## config.mk

```make
export PLATFORM = sky130hd
export DESIGN_NAME = lcd_cmd_sequencer
export DESIGN_NICKNAME = d
export VERILOG_FILES = /design/src/rtl/lcd_seq_pkg.sv /design/src/rtl/lcd_delay_counter.sv /design/src/rtl/lcd_cmd_sequencer.sv
export SDC_FILE = /design/constraint.sdc
export NUM_CORES = 1
export LEC_CHECK = 0
export CORE_MARGIN = 4
export CORE_UTILIZATION = 56
export DETAILED_ROUTE_END_ITERATION = 16
export GPL_TIMING_DRIVEN = 0
export PLACE_DENSITY = 0.86
export SLEW_MARGIN = 5
export SYNTH_ARGS = -nofsm -noshare
export SYNTH_HDL_FRONTEND = slang
export SYNTH_SLANG_ARGS = --single-unit
```

## constraint.sdc

```tcl
create_clock -name clk_clk -period 3.2 [get_ports clk_clk]
set_input_delay 0.64 -clock clk_clk [delete_from_list [all_inputs] [get_ports clk_clk]]
set_output_delay 0.64 -clock clk_clk [all_outputs]
set_load 0.005 [all_outputs]
```

## src/rtl/lcd_seq_pkg.sv

```systemverilog
// Shared definitions for the HD44780-style LCD command sequencer.
//   state_t      - sequencer FSM states
//   INIT_LEN     - number of power-on init writes
//   INIT_ROM     - power-on init bytes (all written with rs=0)
//   is_slow_cmd  - true for clear-display / return-home, which need the long settle
package lcd_seq_pkg;

  typedef enum logic [2:0] {
    ST_PWR_WAIT = 3'd0,
    ST_LOAD     = 3'd1,
    ST_IDLE     = 3'd2,
    ST_SETUP    = 3'd3,
    ST_EN_HI    = 3'd4,
    ST_HOLD     = 3'd5,
    ST_SETTLE   = 3'd6
  } state_t;

  localparam int INIT_LEN = 6;

  // 8-bit bus / 2 lines, repeated three times for a reliable function set,
  // then display on, clear, entry mode increment.
  localparam logic [7:0] INIT_ROM [0:INIT_LEN-1] = '{
    8'h38, 8'h38, 8'h38, 8'h0C, 8'h01, 8'h06
  };

  // Clear (0x01) and return-home (0x02/0x03) are the only instructions whose
  // upper six bits are zero; both take ~1.6 ms inside the controller.
  function automatic logic is_slow_cmd(input logic rs, input logic [7:0] data);
    return (!rs) && (data[7:2] == 6'd0) && (data != 8'd0);
  endfunction

endpackage

```

## src/rtl/lcd_delay_counter.sv

```systemverilog
// Shared down-counter used for every timed sequencer state.
//   clk       in   clock
//   rst       in   asynchronous active-high reset (count -> 0)
//   load      in   load strobe, takes priority over counting
//   load_val  in   value to load (N-1 for an N-cycle state)
//   zero      out  count has reached 0
module lcd_delay_counter #(
  parameter int W = 8
) (
  input  logic         clk,
  input  logic         rst,
  input  logic         load,
  input  logic [W-1:0] load_val,
  output logic         zero
);

  logic [W-1:0] count;

  always_ff @(posedge clk or posedge rst) begin
    if (rst) begin
      count <= '0;
    end else if (load) begin
      count <= load_val;
    end else if (count != '0) begin
      count <= count - 1'b1;
    end
  end

  assign zero = (count == '0);

endmodule

```

## src/rtl/lcd_cmd_sequencer.sv

```systemverilog
// Write-only HD44780-style LCD sequencer. Runs the power-on init sequence after
// reset, then accepts one instruction/data byte per valid/ready handshake and
// produces the full bus cycle: setup, E pulse, hold, settle.
//   clk_clk      in   system clock
//   reset_reset  in   asynchronous active-high reset
//   req_valid    in   requester presents a byte
//   req_rs       in   0 = instruction, 1 = character data
//   req_data     in   byte to write
//   req_ready    out  high only while idle
//   init_done    out  init sequence finished, sticky until reset
//   lcd_data     out  D7..D0
//   lcd_en       out  E strobe
//   lcd_rs       out  register select
//   lcd_rw       out  always 0
//
// state       | meaning
// PWR_WAIT    | power-up delay before the first init write
// LOAD        | pick next init byte, or finish init
// IDLE        | ready for a requester byte
// SETUP       | rs/data stable, E low
// EN_HI       | E high
// HOLD        | E low, rs/data held
// SETTLE      | wait for the LCD to execute the write
module lcd_cmd_sequencer
  import lcd_seq_pkg::*;
#(
  parameter int T_PWR = 750000,
  parameter int T_SU  = 4,
  parameter int T_EN  = 25,
  parameter int T_H   = 4,
  parameter int T_CMD = 2500,
  parameter int T_CLR = 82000
) (
  input  logic       clk_clk,
  input  logic       reset_reset,
  input  logic       req_valid,
  input  logic       req_rs,
  input  logic [7:0] req_data,
  output logic       req_ready,
  output logic       init_done,
  output logic [7:0] lcd_data,
  output logic       lcd_en,
  output logic       lcd_rs,
  output logic       lcd_rw
);

  localparam int M1    = (T_PWR > T_SU)  ? T_PWR : T_SU;
  localparam int M2    = (T_EN  > T_H)   ? T_EN  : T_H;
  localparam int M3    = (T_CMD > T_CLR) ? T_CMD : T_CLR;
  localparam int M12   = (M1 > M2)   ? M1 : M2;
  localparam int T_MAX = (M12 > M3)  ? M12 : M3;
  localparam int CW    = $clog2(T_MAX + 1);

  localparam logic [CW-1:0] LD_PWR = CW'(T_PWR - 1);
  localparam logic [CW-1:0] LD_SU  = CW'(T_SU  - 1);
  localparam logic [CW-1:0] LD_EN  = CW'(T_EN  - 1);
  localparam logic [CW-1:0] LD_H   = CW'(T_H   - 1);
  localparam logic [CW-1:0] LD_CMD = CW'(T_CMD - 1);
  localparam logic [CW-1:0] LD_CLR = CW'(T_CLR - 1);

  state_t        state, state_next;
  logic          cnt_load;
  logic [CW-1:0] cnt_val;
  logic          cnt_zero;
  logic          latch_rom, latch_req, set_done, idx_inc;
  logic [2:0]    init_idx;
  // The counter comes out of reset at 0; the first PWR_WAIT cycle arms it.
  logic          pwr_armed;

  lcd_delay_counter #(.W(CW)) u_delay (
    .clk      (clk_clk),
    .rst      (reset_reset),
    .load     (cnt_load),
    .load_val (cnt_val),
    .zero     (cnt_zero)
  );

  always_ff @(posedge clk_clk or posedge reset_reset) begin
    if (reset_reset) state <= ST_PWR_WAIT;
    else             state <= state_next;
  end

  always_comb begin
    state_next = state;
    cnt_load   = 1'b0;
    cnt_val    = '0;
    latch_rom  = 1'b0;
    latch_req  = 1'b0;
    set_done   = 1'b0;
    idx_inc    = 1'b0;
    case (state)
      ST_PWR_WAIT: begin
        if (!pwr_armed) begin
          cnt_load = 1'b1;
          cnt_val  = LD_PWR;
        end else if (cnt_zero) begin
          state_next = ST_LOAD;
        end
      end
      ST_LOAD: begin
        if (init_idx < 3'(INIT_LEN)) begin
          latch_rom  = 1'b1;
          cnt_load   = 1'b1;
          cnt_val    = LD_SU;
          state_next = ST_SETUP;
        end else begin
          set_done   = 1'b1;
          state_next = ST_IDLE;
        end
      end
      ST_IDLE: begin
        if (req_valid) begin
          latch_req  = 1'b1;
          cnt_load   = 1'b1;
          cnt_val    = LD_SU;
          state_next = ST_SETUP;
        end
      end
      ST_SETUP: begin
        if (cnt_zero) begin
          cnt_load   = 1'b1;
          cnt_val    = LD_EN;
          state_next = ST_EN_HI;
        end
      end
      ST_EN_HI: begin
        if (cnt_zero) begin
          cnt_load   = 1'b1;
          cnt_val    = LD_H;
          state_next = ST_HOLD;
        end
      end
      ST_HOLD: begin
        if (cnt_zero) begin
          cnt_load   = 1'b1;
          cnt_val    = is_slow_cmd(lcd_rs, lcd_data) ? LD_CLR : LD_CMD;
          state_next = ST_SETTLE;
        end
      end
      ST_SETTLE: begin
        if (cnt_zero) begin
          if (!init_done) begin
            idx_inc    = 1'b1;
            state_next = ST_LOAD;
          end else begin
            state_next = ST_IDLE;
          end
        end
      end
      default: state_next = ST_PWR_WAIT;
    endcase
  end

  // rs/data only change on the transition into SETUP, so they are stable
  // through EN_HI, HOLD and SETTLE. E is registered to keep the pin glitch-free.
  always_ff @(posedge clk_clk or posedge reset_reset) begin
    if (reset_reset) begin
      lcd_data  <= 8'h00;
      lcd_rs    <= 1'b0;
      lcd_en    <= 1'b0;
      init_done <= 1'b0;
      init_idx  <= 3'd0;
      pwr_armed <= 1'b0;
    end else begin
      pwr_armed <= 1'b1;
      if (latch_rom) begin
        lcd_data <= INIT_ROM[init_idx];
        lcd_rs   <= 1'b0;
      end else if (latch_req) begin
        lcd_data <= req_data;
        lcd_rs   <= req_rs;
      end
      lcd_en <= (state_next == ST_EN_HI);
      if (set_done) init_done <= 1'b1;
      if (idx_inc)  init_idx  <= init_idx + 3'd1;
    end
  end

  assign req_ready = (state == ST_IDLE);
  assign lcd_rw    = 1'b0;

endmodule

```

==> results_dict.tcl, run 1 <==
set metrics [dict create \
    rows 22 \
    drv_slew 0 \
    synthCells 237 \
    ant_nets 0 \
    synth_edf_count 0 \
    clk_path_buf_depth 2 \
    worst_setup_path_end_kind "register" \
    post-route-util 0.704 \
    area_delta_synth_final_pct 17.7 \
    status "completed" \
    p_leak_nw 1.07 \
    hold_depth 1 \
    worstMarginPinSlew_ps 1150 \
    diodes 0 \
    grt_pass1_vias 1805 \
    cts_resized 0 \
    avgRoutedWirePerCell_um 15.9 \
    grtUsageMet1 0.291 \
    maxCapViolCount 0 \
    grt_pass1_wl_mm 8.59 \
    min_period_over_period 0.848 \
    layout_commonest_cell "dfrtp_1" \
    syn_nets 252 \
    grt_busiest_layer "met2" \
    cts.sinks 38 \
    hold_path.class "reg -> reg" \
    mostFrequentLayoutCells "dfrtp_1, nor2_1, clkdlybuf4s50_1" \
    power.density_mw_per_mm2 372 \
    finalHoldViolCount 0 \
    grt_max_degree 39 \
    syn_area_per_cell_um2 9.52 \
    dieWidth_um 71.5 \
    synthArstFlopShare 1.00 \
    drt-total-wl_mm 5.01 \
    routed_via_density 6.04 \
    yosys_most_used_dff "dfrtp_1" \
    fp.dieArea_mm2 0.00511 \
    via_count 1909 \
    tns_ps 0 \
    hold_buffers 0 \
    core-area_mm2 0.00377 \
    nets 282 \
    critPathMaxStageDelay_ps 520 \
    peakVddDrop_mv 0.332 \
    synthDistinctLibCells 58 \
    drive_gt1_frac 0.116 \
    yosysWarnings 0 \
    grt_use_met3 0.0379 \
    ys_ff_latch 38 \
    post-cts-setup-buffers 0 \
    drt_first_pass_iters 5 \
    max_slew_margin 0.228 \
    routabilityCongestion 0.868 \
    overflow 0 \
    start_util 0.598 \
    crit_required_ps 3370 \
    cts.htree.levels 2 \
    path_cells "clkdlybuf4s50_1 -> nor4bb_1 -> clkbuf_1 -> a211o_1 -> buf_2 -> a31oi_1 -> a211oi_1 -> nor2_1" \
    slowest_stage "clkbuf_1" \
    synth_area_mm2 0.00226 \
    dp_hpwl_mm 3.56 \
    finalCriticalPeriod_ps 2710 \
    hold_ws_ps 537 \
    dieHeight_um 71.5 \
    grt_util_all_layers 0.214 \
    yosysSeqAreaShare 0.422 \
    setup.worst_path.class "in -> reg" \
    rsz0062_at_grt "false" \
    cts_root_buf "clkbuf_8" \
    worstPathArrival_ps 2890 \
    io_pins 25 \
    clk_pin_slew_worst_paths_ps 80 \
    worstPathMaxFanout 10 \
    cts_tree "done" \
    p_total_mw 0.987 \
    grt.met2_usage 0.340 \
    skew_ps 8.61 \
    drc 0 \
    drt-initial-drc-count 117 \
    antenna_found_initial 0 \
    reg2reg_depth 7 \
    max_freq_mhz 368 \
    numCtsBuffers 5 \
    critPathLaunchType "input pin" \
    setup_viol 0 \
    placement.io_buffers 23 \
    clock_latency_ps 300 \
]
[area by class of cell]
class	instances	area, um^2
Clock buffer	5	68.8
Multi-Input combinational cell	183	1230
Buffer	9	46.3
Timing Repair Buffer	23	230
Tap cell	48	60.1
Sequential cell	38	951
Fill cell	298	1120
Inverter	7	26.3
Clock inverter	3	40.0
[registers in the layout, indices dropped and copies added (netlist names)]
signal,cells
init_idx,3
u_delay.count,20
lcd_data,8
init_done,1
lcd_en,1
state,3
pwr_armed,1
lcd_rs,1
[critical path, delay by kind of cell]
kind                   cells  cell delay, ps
buffers and inverters      3            1240
and+or+nand+nor            2             330
AOI/OAI and AO/OA          3             670
[synthesized netlist by cell type (2+ instances only)]
cell,n,area share
inv_1,7,0.012
nor3_1,7,0.016
nand3b_1,3,0.010
nand4_1,3,0.0083
o31ai_1,2,0.0067
nand3_1,4,0.0089
nand2_1,14,0.023
nor3_2,2,0.0089
nor4_1,4,0.011
o21ai_0,7,0.016
or4_4,2,0.010
dfrtp_1,38,0.42
mux2i_1,9,0.040
xor2_1,6,0.023
o22ai_1,3,0.0083
or3_1,2,0.0055
xnor2_1,12,0.047
conb_1,2,0.0033
a21oi_1,11,0.024
a21o_1,3,0.010
nor2_1,35,0.058
o21ba_2,3,0.013
mux2_2,4,0.020
a211oi_1,7,0.023
nand2b_1,4,0.011
nor2b_1,3,0.0083
ha_1,3,0.017
clkbuf_1,6,0.010
o22a_1,2,0.0078
[worst paths after layout]
| kind | to | slack [ps] | start |
|---|---|---|---|
| min | init_done$_DFFE_PP0P_ | 540 | init_done$_DFFE_PP0P_ |
| max reg2reg | u_delay.count[8]$_DFFE_PP0P_ | 510 | state[2]$_DFF_PP0_ |
| max in group asynchronous | lcd_data[4]$_DFFE_PP0P_ | 1920 | reset_reset |
| max | u_delay.count[8]$_DFFE_PP0P_ | 490 | req_valid |
| min in group asynchronous | u_delay.count[13]$_DFFE_PP0P_ | 800 | reset_reset |
| min reg2reg | init_done$_DFFE_PP0P_ | 540 | init_done$_DFFE_PP0P_ |
[where the power goes]
group	internal (mW)	leakage [nW]	switching, mW
combinational	0.0371	0.554	0.0393
sequential	0.491	0.456	0.0146
clock	0.229	0.0579	0.175
total	0.757	1.07	0.229
[through the flow]
step	std cells	cell area, um^2	setup slack, ps
after floorplan	237	2260	876
after global placement	308	2550	176
after global routing	316	2660	322
after detailed placement	308	2550	197
final	316	2660	486
after CTS	316	2660	500
[logic make-up (layout without fill, tap and decap cells)]
logic type / Yosys count / after routing / share of synthesized area
simple gates: 96 / 96 / 0.240
compound gates: 51 / 51 / 0.156
flops: 38 / 38 / 0.422
xor+xnor: 18 / 18 / 0.0699
buf+inv: 16 / 47 / 0.0322
mux: 13 / 13 / 0.0599
fa+ha+maj: 3 / 3 / 0.0166
other cells: 2 / 2 / 0.00333
[metal layers]
| layer | vias up | share of wire |
|---|---|---|
| met1 | 918 | 0.46 |
| li1 | 915 | - |
| met4 | 0 | 0.015 |
| met2 | 66 | 0.47 |
| met5 | - | 0 |
| met3 | 10 | 0.056 |
Power figures use the tool's default switching activity.
==> run 2, diff against run 1 <==
==> constraint.sdc (replaced) <==
create_clock -name clk_clk -period 2.85 [get_ports clk_clk]
set_input_delay 0.57 -clock clk_clk [delete_from_list [all_inputs] [get_ports clk_clk]]
set_output_delay 0.57 -clock clk_clk [all_outputs]
set_load 0.005 [all_outputs]
==> run 2 against run 1 <==
Critical path depth is 1 lower. Clock power is 12% higher. Non-clock buffer count stayed put.
==> results_dict.tcl, run 2 (synthesized netlist as in run 1, its figures left out) <==
set metrics [dict create \
    layout_commonest_cell "dfrtp_1" \
    p_total_mw 1.11 \
    finalHoldViolCount 0 \
    grt_util_all_layers 0.214 \
    clk_path_buf_depth 2 \
    drt-initial-drc-count 114 \
    cts.htree.levels 2 \
    via_count 1909 \
    numCtsBuffers 5 \
    hold_path.class "reg -> reg" \
    core-area_mm2 0.00377 \
    drive_gt1_frac 0.119 \
    routed_via_density 6.04 \
    hold_buffers 0 \
    critPathLaunchType "register" \
    start_util 0.598 \
    finalCriticalPeriod_ps 2650 \
    post-route-util 0.706 \
    peakVddDrop_mv 0.363 \
    clock_latency_ps 300 \
    avgRoutedWirePerCell_um 15.9 \
    largest_register "u_delay.count" \
    cts_tree "done" \
    drc 0 \
    dieHeight_um 71.5 \
    grt_pass1_vias 1805 \
    rows 22 \
    cts_root_buf "clkbuf_8" \
    grt_pass1_wl_mm 8.59 \
    cts.sinks 38 \
    placement.io_buffers 23 \
    min_to "init_done$_DFFE_PP0P_" \
    drv_slew 0 \
    crit_required_ps 3090 \
    min_period_over_period 0.929 \
    antenna_found_initial 0 \
    grt_max_degree 39 \
    worstPathMaxFanout 10 \
    hold_depth 1 \
    max_slew_margin 0.486 \
    worstMarginPinSlew_ps 764 \
    largestRegisters "u_delay.count: 20 flops, lcd_data: 8 flops" \
    max_freq_mhz 378 \
    routabilityCongestion 0.868 \
    setup.worst_path.class "reg -> reg" \
    dieWidth_um 71.5 \
    worstPathArrival_ps 2890 \
    power.density_mw_per_mm2 416 \
    register_area_um2 951 \
    skew_ps 8.87 \
    mostFrequentLayoutCells "dfrtp_1, nor2_1, clkdlybuf4s50_1" \
    setup_viol 0 \
    fp.dieArea_mm2 0.00511 \
    fillers 296 \
    area_delta_synth_final_pct 18.0 \
    ff2ff_setup_slack_ps 200 \
    rsz0062_at_grt "false" \
    drt_first_pass_iters 6 \
    largest_reg_flops 20 \
    worst_setup_path_end_kind "register" \
    overflow 0 \
    r2r-end "u_delay.count[14]$_DFFE_PP0P_" \
    p_leak_nw 1.07 \
    dp_hpwl_mm 3.56 \
    nets 282 \
    maxCapViolCount 0 \
    r2r_start "u_delay.count[0]$_DFFE_PP0P_" \
    hp-start "init_done$_DFFE_PP0P_" \
    diodes 0 \
    drt-total-wl_mm 5.04 \
    io_pins 25 \
    reg2reg_depth 7 \
    ant_nets 0 \
    multi_input_area_mm2 0.00124 \
    status "completed" \
    clk_pin_slew_worst_paths_ps 80 \
]
-- run 2: cell count changes in the layout (fill, tap and decap cells not counted) --
cell	previous run	this run
nor4_1	4	3
nor4_2	1	2
-- run 2: timing repair --
item                                    4_1_cts  5_1_grt
endpoints found under the setup margin        0        1
resized for setup                             0        1
buffers inserted                              0        0
endpoints found under the hold margin         0        0
-- run 2: worst max-delay path, cell delays in order, from the launching register on --
cell and delay (ps):
dfrtp_1 450, inv_1 90, ha_1 260, or4b_1 570, nor4_4 370, nand2_2 250
o21ai_1 400, o21ba_2 200
-- run 2: layout make-up --
class / count / share of cell area
buffer: 9 / 0.0174
clock buffer: 5 / 0.0259
clock inverter: 3 / 0.0150
inverter: 7 / 0.00987
multi-input combinational: 183 / 0.465
sequential: 38 / 0.357
tap: 48 / 0.0226
timing repair buffer: 23 / 0.0865
-- run 2: worst max path at each step --
stage | startpoint | endpoint | slack (ps) | cells past startpoint
detailed placement | req_valid | u_delay.count[7]$_DFFE_PP0P_ | -80 | 8
global route | u_delay.count[0]$_DFFE_PP0P_ | u_delay.count[14]$_DFFE_PP0P_ | 30 | 7
CTS | state[2]$_DFF_PP0_ | u_delay.count[7]$_DFFE_PP0P_ | 200 | 7
global placement | req_valid | u_delay.count[8]$_DFFE_PP0P_ | -100 | 8
floorplan | u_delay.count[0]$_DFFE_PP0P_ | state[0]$_DFF_PP0_ | 530 | 8
finish | u_delay.count[0]$_DFFE_PP0P_ | u_delay.count[14]$_DFFE_PP0P_ | 200 | 7
-- run 2: where the power goes --
part / switching (mW) / total (mW) / internal (mW)
sequential: 0.0165 / 0.568 / 0.551
clock: 0.197 / 0.454 / 0.257
combinational: 0.0441 / 0.0859 / 0.0418
-- run 2: stage by stage --
stage	area, um^2	setup TNS, ps	cells	hold WS, ps	worst slack [ps]
2_1_floorplan	2260	0	237	498	526
5_1_grt	2660	0	316	591	29.2
3_5_place_dp	2550	-158	308	527	-82.9
6_report	2660	0	316	537	203
3_3_place_gp	2550	-228	308	526	-104
4_1_cts	2660	0	316	551	195
-- run 2: layer usage --
| metal | GRT usage | vias up | part of all wire |
|---|---|---|---|
| met5 | 0 | - | 0 |
| met4 | 0.0814 | 0 | 0.015 |
| met3 | 0.0379 | 10 | 0.054 |
| met2 | 0.340 | 67 | 0.47 |
| met1 | 0.291 | 918 | 0.46 |
| li1 | - | 914 | - |
==> RTL edit, RTL diff (flow settings as in run 1) <==
Reset style: synchronous (`reset_reset` and `rst`), changed in 3 clocked blocks. Comments in the files are not updated.
--- a/src/rtl/lcd_delay_counter.sv
+++ b/src/rtl/lcd_delay_counter.sv
@@ -18,3 +18,3 @@
 
-  always_ff @(posedge clk or posedge rst) begin
+  always_ff @(posedge clk) begin
     if (rst) begin
--- a/src/rtl/lcd_cmd_sequencer.sv
+++ b/src/rtl/lcd_cmd_sequencer.sv
@@ -77,3 +77,3 @@
 
-  always_ff @(posedge clk_clk or posedge reset_reset) begin
+  always_ff @(posedge clk_clk) begin
     if (reset_reset) state <= ST_PWR_WAIT;
@@ -155,3 +155,3 @@
   // through EN_HI, HOLD and SETTLE. E is registered to keep the pin glitch-free.
-  always_ff @(posedge clk_clk or posedge reset_reset) begin
+  always_ff @(posedge clk_clk) begin
     if (reset_reset) begin
Behaviour: no difference found for any inputs over 10 cycles, from zero or initial values and one cycle with reset_reset high; that may be too few to reach the edited logic, so the function may still have changed.
==> RTL edit against run 1 <==
- area after synthesis fell by 11%
- critical endpoint is now u_delay.count[14]
- design area fell by 11%
- global-route usage rose by 1.5 points
- cell count did not move
- routed wire length fell by 2.8%
- sequential cell count did not move
- setup slack got worse by 66 ps
Power is not compared: it rests on default switching activity, and its combinational part moved more than twofold at a synthesized area within 25%.
==> RTL edit: results (changes against run 1) <==
metric,value,unit,change
status,completed,,unchanged
finClkSkew,16.7,ps,was 8.61 ps
synth-seq-area-share,0.377,,was 0.422
grt_use_met3,0.0591,,was 0.0379
cp.arrival,3010,ps,was 2890 ps
slew_headroom,0.484,,was 0.228
netlist_top_cells_count,"38 x dfxtp_1, 18 x a21oi_1",,"was 38 x dfrtp_1, 35 x nor2_1, 14 x nand2_1"
path_max_fanout,9,,was 10
totalWireLength,4870,um,was 5010 um
synthXorXnorAreaFrac,0.0565,,was 0.0699
synth_fa_ha_area_frac,0.0186,,was 0.0166
fin_nets,284,,was 282
nClkBuffers,6,,was 5
grtUsageMet2,0.366,,was 0.340
clockRootBuffer,clkbuf_4,,was clkbuf_8
seqCellArea,761,um2,was 951 um2
async_reset_ff_frac,0,,was 1.00
clk_latency,360,ps,was 300 ps
grtUsageTotal,0.228,,was 0.214
grt_max_degree,13,,was 39
drtPass1Iterations,4,,was 5
synth_cell_type_count,49,,was 58
via_per_inst,5.99,,was 6.04
max_stage_delay,610,ps,was 520 ps
crit_family,simple AND/OR/NAND/NOR gates,,was buffers and inverters
gp_congestion,0.869,,was 0.868
path_clk_slew,120,ps,was 80 ps
slowest_stage,nor4_1,,was clkbuf_1
multi_input_area_share,0.489,,was 0.464
placed_area,2300,um2,was 2550 um2
route.met3.wl,231,um,was 281 um
synth_compound_area_frac,0.194,,was 0.156
use_met1,0.291,,about the same
RTL edit: kinds of logic (layout without fill, tap and decap cells):
logic type      Yosys count  after routing
flops                    38             38
fa+ha+maj                 3              3
compound gates           62             62
mux                      10             10
xor+xnor                 13             13
simple gates             90             90
buf+inv                  22             53
other cells               1              1
RTL edit: power by group through the flow:
stage | Sequential, W | Combinational, W | Clock (W)
after floorplan | 0.000561 | 0.000236 | 0
after global placement | 0.000569 | 0.000309 | 0
after detailed placement | 0.000572 | 0.000317 | 0
after CTS | 0.000562 | 0.000320 | 0.000275
after global routing | 0.000569 | 0.000359 | 0.000299
final | 0.000564 | 0.000325 | 0.000269
RTL edit: final timing paths:
check	from	endpoint	cells after the start	slack, ps
max reg2reg	u_delay.count[6]	u_delay.count[14]	5	420
min reg2reg	lcd_data[2]	lcd_data[2]	2	500
min	lcd_data[2]	lcd_data[2]	2	500
max	u_delay.count[6]	u_delay.count[14]	5	420
